`src/rtl/bip_pkg.sv`:
```
// -----------------------------------------------------------------------------
// bip_pkg
// Shared definitions for the BIP processor fetch path.
//   - Default widths for the program counter, instruction word and opcode.
//   - Opcode constants (opcode lives in the instruction MSBs).
//   - Encoding of the fetch FSM state.
// No ports; imported by bip_fetch_if, bip_pc and bip_fetch.
// -----------------------------------------------------------------------------
package bip_pkg;

  localparam int DEF_PC_WIDTH     = 11;
  localparam int DEF_INSTR_WIDTH  = 16;
  localparam int DEF_OPCODE_WIDTH = 5;

  localparam logic [4:0] OP_HLT  = 5'b00000;
  localparam logic [4:0] OP_STO  = 5'b00001;
  localparam logic [4:0] OP_LD   = 5'b00010;
  localparam logic [4:0] OP_LDI  = 5'b00011;
  localparam logic [4:0] OP_ADD  = 5'b00100;
  localparam logic [4:0] OP_ADDI = 5'b00101;
  localparam logic [4:0] OP_SUB  = 5'b00110;
  localparam logic [4:0] OP_SUBI = 5'b00111;

  typedef enum logic [1:0] {
    ST_IDLE  = 2'd0,
    ST_REQ   = 2'd1,
    ST_VALID = 2'd2,
    ST_HALT  = 2'd3
  } fetch_state_e;

endpackage

```
`src/rtl/bip_fetch_if.sv`:
```
// -----------------------------------------------------------------------------
// bip_fetch_if
// Bundles the fetch stage's start/handshake/memory signals.
//   master : the fetch stage (drives o_*, receives i_*)
//   slave  : the environment, i.e. control unit + instruction memory
// Signals:
//   i_start      start pulse, fetch from address 0
//   i_ready      control accepts o_instr
//   i_imem_data  synchronous memory read data (one cycle after enable)
//   o_imem_addr  memory read address
//   o_imem_en    memory read enable
//   o_instr      instruction to control
//   o_valid      o_instr is valid
//   o_pc         address of the presented instruction
//   o_halted     HLT accepted, fetch stopped
//   o_pc_wrap    sticky PC wrap flag
// -----------------------------------------------------------------------------
import bip_pkg::*;

interface bip_fetch_if #(
  parameter int PC_WIDTH    = DEF_PC_WIDTH,
  parameter int INSTR_WIDTH = DEF_INSTR_WIDTH
);
  logic                   i_start;
  logic                   i_ready;
  logic [INSTR_WIDTH-1:0] i_imem_data;
  logic [PC_WIDTH-1:0]    o_imem_addr;
  logic                   o_imem_en;
  logic [INSTR_WIDTH-1:0] o_instr;
  logic                   o_valid;
  logic [PC_WIDTH-1:0]    o_pc;
  logic                   o_halted;
  logic                   o_pc_wrap;

  modport master (
    input  i_start, i_ready, i_imem_data,
    output o_imem_addr, o_imem_en, o_instr, o_valid, o_pc, o_halted, o_pc_wrap
  );

  modport slave (
    output i_start, i_ready, i_imem_data,
    input  o_imem_addr, o_imem_en, o_instr, o_valid, o_pc, o_halted, o_pc_wrap
  );
endinterface

```
`src/rtl/bip_pc.sv`:
```
// -----------------------------------------------------------------------------
// bip_pc
// Program counter register with clear, increment and a sticky wrap flag.
// Ports:
//   i_clock     clock
//   i_reset_n   asynchronous active-low reset
//   i_clear     pc <= 0, wrap flag cleared (priority over increment)
//   i_inc       pc <= pc + 1 (modulo 2^PC_WIDTH)
//   o_pc        current pc
//   o_pc_next   pc + 1, used for prefetch addressing
//   o_wrap      set when pc increments from all-ones to 0
// -----------------------------------------------------------------------------
import bip_pkg::*;

module bip_pc #(
  parameter int PC_WIDTH = DEF_PC_WIDTH
) (
  input  logic                i_clock,
  input  logic                i_reset_n,
  input  logic                i_clear,
  input  logic                i_inc,
  output logic [PC_WIDTH-1:0] o_pc,
  output logic [PC_WIDTH-1:0] o_pc_next,
  output logic                o_wrap
);

  logic [PC_WIDTH-1:0] r_pc;
  logic                r_wrap;
  logic [PC_WIDTH-1:0] w_pc_next;

  assign w_pc_next = r_pc + PC_WIDTH'(1);

  always_ff @(posedge i_clock or negedge i_reset_n) begin
    if (!i_reset_n) begin
      r_pc   <= '0;
      r_wrap <= 1'b0;
    end else if (i_clear) begin
      r_pc   <= '0;
      r_wrap <= 1'b0;
    end else if (i_inc) begin
      r_pc <= w_pc_next;
      // Wrap is sticky: only a clear or reset drops it.
      if (&r_pc) begin
        r_wrap <= 1'b1;
      end
    end
  end

  assign o_pc      = r_pc;
  assign o_pc_next = w_pc_next;
  assign o_wrap    = r_wrap;

endmodule

```
`src/rtl/bip_fetch.sv`:
```
// -----------------------------------------------------------------------------
// bip_fetch
// Instruction-fetch stage of the BIP processor. Owns the PC, reads 16-bit
// instructions from a synchronous instruction memory and presents them to
// the control unit through a valid/ready handshake. Fetch stops once a HLT
// instruction is accepted and restarts only on i_start.
//
// Build option: define BIP_FETCH_PREFETCH_EN to issue the next read in the
// same cycle a non-HLT instruction is accepted (one instruction per cycle).
// Without it, every accept goes back through REQ (one instruction per two
// cycles). Ports and reset behaviour are the same in both builds.
//
// Ports:
//   i_clock     clock, rising edge
//   i_reset_n   asynchronous active-low reset
//   bus         bip_fetch_if.master: start, handshake and memory signals
// -----------------------------------------------------------------------------
import bip_pkg::*;

module bip_fetch #(
  parameter int PC_WIDTH     = DEF_PC_WIDTH,
  parameter int INSTR_WIDTH  = DEF_INSTR_WIDTH,
  parameter int OPCODE_WIDTH = DEF_OPCODE_WIDTH
) (
  input  logic       i_clock,
  input  logic       i_reset_n,
  bip_fetch_if.master bus
);

  fetch_state_e        r_state;
  logic                r_valid;
  logic                r_halted;

  logic                w_is_hlt;
  logic                w_accept;
  logic                w_start_ok;
  logic                w_pc_inc;
  logic                w_prefetch;
  logic [PC_WIDTH-1:0] w_pc;
  logic [PC_WIDTH-1:0] w_pc_next;
  logic                w_wrap;

  // The memory holds its output while enable is low, so the opcode of the
  // presented instruction is read straight off the memory data.
  assign w_is_hlt   = (bus.i_imem_data[INSTR_WIDTH-1 -: OPCODE_WIDTH] ==
                       OPCODE_WIDTH'(OP_HLT));
  assign w_accept   = (r_state == ST_VALID) && bus.i_ready;
  assign w_start_ok = bus.i_start && ((r_state == ST_IDLE) || (r_state == ST_HALT));
  assign w_pc_inc   = w_accept && !w_is_hlt;

`ifdef BIP_FETCH_PREFETCH_EN
  // Next read is launched in the accept cycle so its data lands while the
  // FSM stays in VALID.
  assign w_prefetch = w_pc_inc;
`else
  assign w_prefetch = 1'b0;
`endif

  bip_pc #(
    .PC_WIDTH (PC_WIDTH)
  ) u_pc (
    .i_clock   (i_clock),
    .i_reset_n (i_reset_n),
    .i_clear   (w_start_ok),
    .i_inc     (w_pc_inc),
    .o_pc      (w_pc),
    .o_pc_next (w_pc_next),
    .o_wrap    (w_wrap)
  );

  always_ff @(posedge i_clock or negedge i_reset_n) begin
    if (!i_reset_n) begin
      r_state  <= ST_IDLE;
      r_valid  <= 1'b0;
      r_halted <= 1'b0;
    end else begin
      case (r_state)
        ST_IDLE: begin
          if (bus.i_start) begin
            r_state <= ST_REQ;
          end
        end
        ST_REQ: begin
          r_state <= ST_VALID;
          r_valid <= 1'b1;
        end
        ST_VALID: begin
          if (bus.i_ready) begin
            if (w_is_hlt) begin
              r_state  <= ST_HALT;
              r_valid  <= 1'b0;
              r_halted <= 1'b1;
            end else begin
`ifdef BIP_FETCH_PREFETCH_EN
              r_state <= ST_VALID;
`else
              r_state <= ST_REQ;
              r_valid <= 1'b0;
`endif
            end
          end
        end
        ST_HALT: begin
          if (bus.i_start) begin
            r_state  <= ST_REQ;
            r_halted <= 1'b0;
          end
        end
        default: begin
          r_state  <= ST_IDLE;
          r_valid  <= 1'b0;
          r_halted <= 1'b0;
        end
      endcase
    end
  end

  assign bus.o_imem_en   = (r_state == ST_REQ) || w_prefetch;
  assign bus.o_imem_addr = w_prefetch ? w_pc_next : w_pc;
  assign bus.o_instr     = bus.i_imem_data;
  assign bus.o_valid     = r_valid;
  assign bus.o_pc        = w_pc;
  assign bus.o_halted    = r_halted;
  assign bus.o_pc_wrap   = w_wrap;

endmodule

```
`src/flat_wrapper.sv`:
```
// flat-port wrapper written by rule: the top's interface ports become plain ports
module bip_fetch_flat 
#(
  parameter int PC_WIDTH     = DEF_PC_WIDTH,
  parameter int INSTR_WIDTH  = DEF_INSTR_WIDTH,
  parameter int OPCODE_WIDTH = DEF_OPCODE_WIDTH
)
  (i_clock, i_reset_n, bus_i_start, bus_i_ready, bus_i_imem_data, bus_o_imem_addr, bus_o_imem_en, bus_o_instr, bus_o_valid, bus_o_pc, bus_o_halted, bus_o_pc_wrap);
  bip_fetch_if #(.PC_WIDTH(PC_WIDTH), .INSTR_WIDTH(INSTR_WIDTH)) bus_i ();
  input  logic i_clock;
  input  logic i_reset_n;
  input wire logic [$bits(bus_i.i_start)-1:0] bus_i_start;
  input wire logic [$bits(bus_i.i_ready)-1:0] bus_i_ready;
  input wire logic [$bits(bus_i.i_imem_data)-1:0] bus_i_imem_data;
  output wire logic [$bits(bus_i.o_imem_addr)-1:0] bus_o_imem_addr;
  output wire logic [$bits(bus_i.o_imem_en)-1:0] bus_o_imem_en;
  output wire logic [$bits(bus_i.o_instr)-1:0] bus_o_instr;
  output wire logic [$bits(bus_i.o_valid)-1:0] bus_o_valid;
  output wire logic [$bits(bus_i.o_pc)-1:0] bus_o_pc;
  output wire logic [$bits(bus_i.o_halted)-1:0] bus_o_halted;
  output wire logic [$bits(bus_i.o_pc_wrap)-1:0] bus_o_pc_wrap;
  assign bus_i.i_start = bus_i_start;
  assign bus_i.i_ready = bus_i_ready;
  assign bus_i.i_imem_data = bus_i_imem_data;
  assign bus_o_imem_addr = bus_i.o_imem_addr;
  assign bus_o_imem_en = bus_i.o_imem_en;
  assign bus_o_instr = bus_i.o_instr;
  assign bus_o_valid = bus_i.o_valid;
  assign bus_o_pc = bus_i.o_pc;
  assign bus_o_halted = bus_i.o_halted;
  assign bus_o_pc_wrap = bus_i.o_pc_wrap;
  bip_fetch #(.PC_WIDTH(PC_WIDTH), .INSTR_WIDTH(INSTR_WIDTH), .OPCODE_WIDTH(OPCODE_WIDTH)) u_core (.i_clock(i_clock), .i_reset_n(i_reset_n), .bus(bus_i));
endmodule
```
`config.mk`:
```
export PLATFORM = sky130hd
export DESIGN_NAME = bip_fetch_flat
export DESIGN_NICKNAME = d
export VERILOG_FILES = /design/src/rtl/bip_pkg.sv /design/src/rtl/bip_fetch_if.sv /design/src/rtl/bip_pc.sv /design/src/rtl/bip_fetch.sv /design/src/flat_wrapper.sv
export SDC_FILE = /design/constraint.sdc
export NUM_CORES = 1
export LEC_CHECK = 0
export BUFFER_PORTS_ARGS = -buffer_cell sky130_fd_sc_hd__buf_4
export CORE_ASPECT_RATIO = 1.75
export CORE_MARGIN = 2
export CORE_UTILIZATION = 43
export CTS_CLUSTER_SIZE = 30
export DETAILED_ROUTE_END_ITERATION = 8
export PLACE_DENSITY = 0.87
export SLEW_MARGIN = 10
export SYNTH_ARGS = -nofsm -noshare
export SYNTH_HDL_FRONTEND = slang
export SYNTH_SLANG_ARGS = --single-unit
```
`constraint.sdc`:
```
create_clock -name i_clock -period 2.3 [get_ports i_clock]
set_clock_uncertainty 0.05 [all_clocks]
set_input_delay 0 -clock i_clock [delete_from_list [all_inputs] [get_ports i_clock]]
set_output_delay 0 -clock i_clock [all_outputs]
set_load 0.01 [all_outputs]
```
## Word level (Yosys, flattened, before mapping)

Index checks and enable logic that the tools add are counted.

| operators by class | value |
|---|---|
| add/sub/neg operators | 1 |
| equal/unequal tests | 7 |
| mux-type cells | 15 |
| reductions and logical operators | 17 |

Operators with widths:

| operator | count |
|---|---|
| $mux W11 | 2 |
| $add A11 B1 Y11 const B | 1 |
| $reduce_and A11 Y1 | 1 |
| $reduce_bool A2 Y1 | 4 |
| $mux W1 | 7 |
| $mux W2 | 3 |
| $pmux W2 S3 | 1 |
| $reduce_and A2 Y1 | 3 |
| $logic_not A5 Y1 | 1 |
| $eq A2 B2 Y1 const B | 2 |
| $ne A2 B1 Y1 const B | 2 |
| $ne A2 B2 Y1 const B | 2 |
| $pmux W1 S2 | 2 |
| $reduce_and A4 Y1 | 1 |
| $logic_and A1 B1 Y1 | 3 |
| $eq A2 B1 Y1 const B | 1 |
| $logic_not A2 Y1 | 1 |
| $reduce_or A2 Y1 | 1 |
| $logic_not A1 Y1 | 1 |
| $logic_or A1 B1 Y1 | 1 |

| word-level totals | value |
|---|---|
| flip-flop bits (word level) | 16 |
| output and inout port bits | 42 |
| word-level logic and storage cells | 45 |

## Longest topological paths before layout

| depth | value |
|---|---|
| word-level depth | 5 |
| gate-level depth with buffers | 7 |
| mapped depth without buffers | 6 |

## Modules after synthesis

From an unflattened synthesis, not the netlist that was laid out.

| second synthesis, totals | value |
|---|---|
| cells, all modules | 145 |
| area, all modules | 1287.5 µm² |

Modules (own cells, without submodules):

| module | instances | cells an instance | area an instance (µm²) | sequential area each (µm²) |
|---|---|---|---|---|
| bip_pc | 1 | 84 | 772.0 | 300.3 |
| bip_fetch | 1 | 61 | 515.5 | 100.1 |

## Worst setup path after synthesis

OpenSTA, ideal clock, no wires.

| timing | value |
|---|---|
| path type | register to register |
| start | register u_core.r_state[0] |
| end | register u_core.u_pc.r_pc[10], in the netlist u_core.u_pc.o_pc[10] |
| library setup time | 0.125 ns |
| data arrival time | 1.685 ns |
| required time | 2.125 ns |
| path slack | 0.440 ns |
| stages on the path, launching flop included | 8 |
| buffers on the path | 1 |
| clock period less this slack | 1.860 ns |
| cell sequence | dfrtp_1 inv_1 ha_1 buf_6 nand2_2 a211o_1 nor3_1 mux2_2 |

| between the ends | value |
|---|---|
| longest elaborated chain between the ends | 4 |

Ends and longest elaborated chain:

| element | line | text |
|---|---|---|
| start, declared | bip_fetch.sv:30 | `fetch_state_e r_state;` |
| start signal, assigned | bip_fetch.sv:73 | `r_state <= ST_IDLE;` |
| start signal, assigned | bip_fetch.sv:80 | `r_state <= ST_REQ;` |
| start signal, assigned | bip_fetch.sv:84 | `r_state <= ST_VALID;` |
| $eq A2 B2 Y1 (tied with other cells) | bip_fetch.sv:48 | `assign w_start_ok = bus.i_start && ((r_state == ST_IDLE) \|\| (r_state == ST_HALT));` |
| $logic_or A1 B1 Y1 or $logic_and A1 B1 Y1 (tied branches) | bip_fetch.sv:48, bip_fetch.sv:47 |  |
| $logic_and A1 B1 Y1 (on tied branches) | bip_fetch.sv:48, bip_fetch.sv:49 |  |
| $mux W11 or $reduce_bool A2 Y1 (tied branches) | - |  |
| end signal, assigned | bip_pc.sv:41 | `r_pc <= w_pc_next;` |
| end, declared | bip_pc.sv:27 | `logic [PC_WIDTH-1:0] r_pc;` |

Several ways; a longest one is shown, not always the timed one.
A chain may end at the register's enable or synchronous reset.

## Worst setup path after layout

Same ends and word-level chain as after synthesis.

==> results.cfg <==
[pwr]
static_leakage_nw = 0.667
power_mw = 1.03
switching_power_as_a_share_of_total_power_pct = 35.9
power.share.clock_pct = 24.3
power.ir.vdd_worst_mv = 0.432
pwr-share-comb_pct = 39.2
power_switching_uw = 370
p_int_uw = 660
power.density_cell_area_mw_per_mm2 = 746
sequentialPowerShare_pct = 36.5

[timing]
setup_violations = 0
grt_setup_unrepaired = no
slew_violations = 0
worst-slew-pin-transition_ns = 0.561
final.min_clock_period_ns = 2.10
finalHoldWorstSlack_ns = 0.0116
timing.max_slew.rel_slack_pct = 61.6
max_freq_mhz = 476
timing.final.crit_share_pct = 91.4
finalSetupTns_ns = 0
count_of_final_hold_check_violations = 0

[yosys]
synth.cell_area_mm2 = 0.00110
net_count_of_the_mapped_netlist = 146
postSynthCellCount = 121
synth_edf_count = 0
yosys_synthesis_warning_count = 0
async_flop_share_pct = 100
synth_top_family_by_area = buffers and inverters
ys_top_cells_by_count = sky130_fd_sc_hd__buf_4 (27), sky130_fd_sc_hd__dfrtp_1 (16), sky130_fd_sc_hd__nor2_1 (12)
synth-adder-area-share_pct = 5.70
ys_ff_latch = 16
netlist_top_cells_area = sky130_fd_sc_hd__dfrtp_1 (36%), sky130_fd_sc_hd__buf_4 (18%), sky130_fd_sc_hd__ha_1 (5.7%), sky130_fd_sc_hd__nor2_1 (4.1%), sky130_fd_sc_hd__xnor2_1 (4.0%)
synth-simple-area-share_pct = 16.1
yosysTopAreaCell = sky130_fd_sc_hd__dfrtp_1
yosysSeqAreaShare_pct = 36.5
synth_top_cell_area_share_pct = 36.5
synth_xor_area_share_pct = 3.99
yosysUniqueCellTypes = 35
yosys_most_used_dff = sky130_fd_sc_hd__dfrtp_1
share_of_cell_area_taken_by_muxes_after_synthesis_pct = 1.94
synthesis.area_per_instance_um2 = 9.07
most_numerous_cell_in_the_yosys_netlist = sky130_fd_sc_hd__buf_4
area_fraction_in_compound_gates_after_synthesis_pct = 14.3

[global_routing]
antenna_found_initial = 0
grt_pass1_vias = 931
grt_residual_overflow = 0
grt_util_all_layers_pct = 17.2
grt_start_max_net_pins = 17
grt_first_pass_wirelength_um = 3980

[min_path]
hold_class = in -> reg

[cells_and_area]
layout-drive-gt1-share_pct = 33.3
layout_filler_cell_count = 225
multi_input_area_um2 = 460
final_nets = 173
final_design_area_no_fill_mm2 = 0.00138
n_antenna_cell = 0
final_standard_cell_count_with_taps_included_and_fillers_excluded = 173
syn_to_final_growth_pct = 25.8
sequential_cell_area_um2 = 400

[die]
ioPinCount = 62
floorplan.core_area_mm2 = 0.00246
dieArea_mm2 = 0.00299
rows = 24
die_width_um = 42.2
floorplan.die.height_um = 70.8
initial_utilization_pct = 44.6

[clocking]
max-clock-path-buffers = 2
cts-resized-gates = 0
cts-buffers-inserted = 3
cts_setup_buffers = 0
cts_num_sinks = 16
worst_setup_hold_path_clk_slew_ns = 0.06
tritoncts = done
clockRootBuffer = sky130_fd_sc_hd__clkbuf_8
cts.htree.levels = 1
clock_latency_ns = 0.25

[routing]
detailedRoute.firstIterationViolations = 30
postRouteWirelength_um = 2410
drt_drc_violations_left = 0
antenna_violating_nets_post_route = 0
route.vias.total = 960
drt-wirelength-per-cell_um = 13.9
first_drt_pass_iteration_count = 4
avgViaCountPerCell = 5.55

[setup_path]
required_time_reported_for_the_critical_path_endpoint_ns = 2.39
crit_path_kind = reg -> reg
timing.critical_path.to_type = flop
start_kind = flop
timing.critical_path.fanout_max = 8
cp.arrival_ns = 2.19

[placed_design]
gp_routability_congestion = 0.857
placed_cell_area_mm2 = 0.00120
dp.cells = 157
numPortBuffers = 39
detailedPlacementHpwl_um = 1780

[status]
outcome = finished, final reports clean

[flow_run]
maxCapViolCount = 0
[timing repair]
action	4_1_cts	5_1_grt
setup endpoints to repair	0	0
hold buffers	12	0
endpoints found under the hold margin	27	0
[power groups by stage]
stage / registers (mW) / clock network (mW) / logic, mW
2_1_floorplan: 0.380 / 0 / 0.281
3_3_place_gp: 0.373 / 0 / 0.366
3_5_place_dp: 0.380 / 0 / 0.385
4_1_cts: 0.375 / 0.255 / 0.409
5_1_grt: 0.385 / 0.267 / 0.446
6_report: 0.376 / 0.250 / 0.404
[layer usage]
layer | part of all wire (%) | track usage, %
met4 | 2.8 | 10.4
met1 | 33 | 18.1
met3 | 7.9 | 2.30
met2 | 56 | 31.3
met5 | 0 | 0
[per-stage QoR]
step	util, %	setup WS [ns]
2_1_floorplan	-	0.440
3_3_place_gp	48.9	0.291
3_5_place_dp	48.9	0.212
4_1_cts	56.0	0.200
5_1_grt	56.0	0.0247
6_report	56.0	0.197
[layout by cell type, fill, tap and decap left out, types with 2 or more instances in the layout]
cell type | Yosys | routed
sky130_fd_sc_hd__a211oi_1 | 3 | 3
sky130_fd_sc_hd__a21oi_1 | 7 | 7
sky130_fd_sc_hd__and2_1 | 2 | 2
sky130_fd_sc_hd__buf_4 | 27 | 39
sky130_fd_sc_hd__clkbuf_8 | 0 | 4
sky130_fd_sc_hd__dfrtp_1 | 16 | 16
sky130_fd_sc_hd__dlygate4sd3_1 | 0 | 12
sky130_fd_sc_hd__ha_1 | 5 | 5
sky130_fd_sc_hd__inv_1 | 5 | 5
sky130_fd_sc_hd__nand2_1 | 9 | 9
sky130_fd_sc_hd__nand3_1 | 6 | 6
sky130_fd_sc_hd__nor2_1 | 12 | 12
sky130_fd_sc_hd__xnor2_1 | 5 | 5
[cells by family after synthesis]
| kind of cell | Yosys count |
|---|---|
| compound gates | 22 |
| xor+xnor | 5 |
| fa+ha+maj | 5 |
| buf+inv | 34 |
| flops | 16 |
| mux | 2 |
| simple gates | 37 |
[layout make-up]
cell class / instances / share of cell area, %
timing repair buffer: 51 / 29.9
tap: 26 / 2.36
inverter: 5 / 1.36
sequential: 16 / 29.0
clock buffer: 4 / 3.99
multi-input combinational: 71 / 33.4
[worst max-delay path, stage by stage, from the launching register on]
cell                      delay (ns)
sky130_fd_sc_hd__dfrtp_1        0.43
sky130_fd_sc_hd__inv_1          0.08
sky130_fd_sc_hd__ha_1           0.31
sky130_fd_sc_hd__nand2_2        0.12
sky130_fd_sc_hd__a211o_1        0.34
sky130_fd_sc_hd__nor3_1         0.30
sky130_fd_sc_hd__mux2_2         0.37
[flip-flops by register name, summed over array words and instances, names as in the netlist]
name                 cells
u_core.u_pc.o_pc        11
u_core.r_state           2
u_core.bus.o_halted      1
u_core.bus.o_valid       1
u_core.u_pc.o_wrap       1
[final timing paths]
kind                                          from  slack, ns  cells after the start              endpoint
worst min-delay path                   bus_i_ready       0.01                      3    u_core.bus.o_valid
worst max register to register   u_core.r_state[0]       0.20                      6  u_core.u_pc.o_pc[10]
min in group asynchronous                i_reset_n       0.09                      2   u_core.u_pc.o_pc[3]
max in group asynchronous                i_reset_n       1.92                      2   u_core.u_pc.o_pc[5]
worst max-delay path             u_core.r_state[0]       0.20                      6  u_core.u_pc.o_pc[10]
worst min register to register  u_core.bus.o_valid       0.47                      1    u_core.bus.o_valid
(Power assumes the default switching activity.)
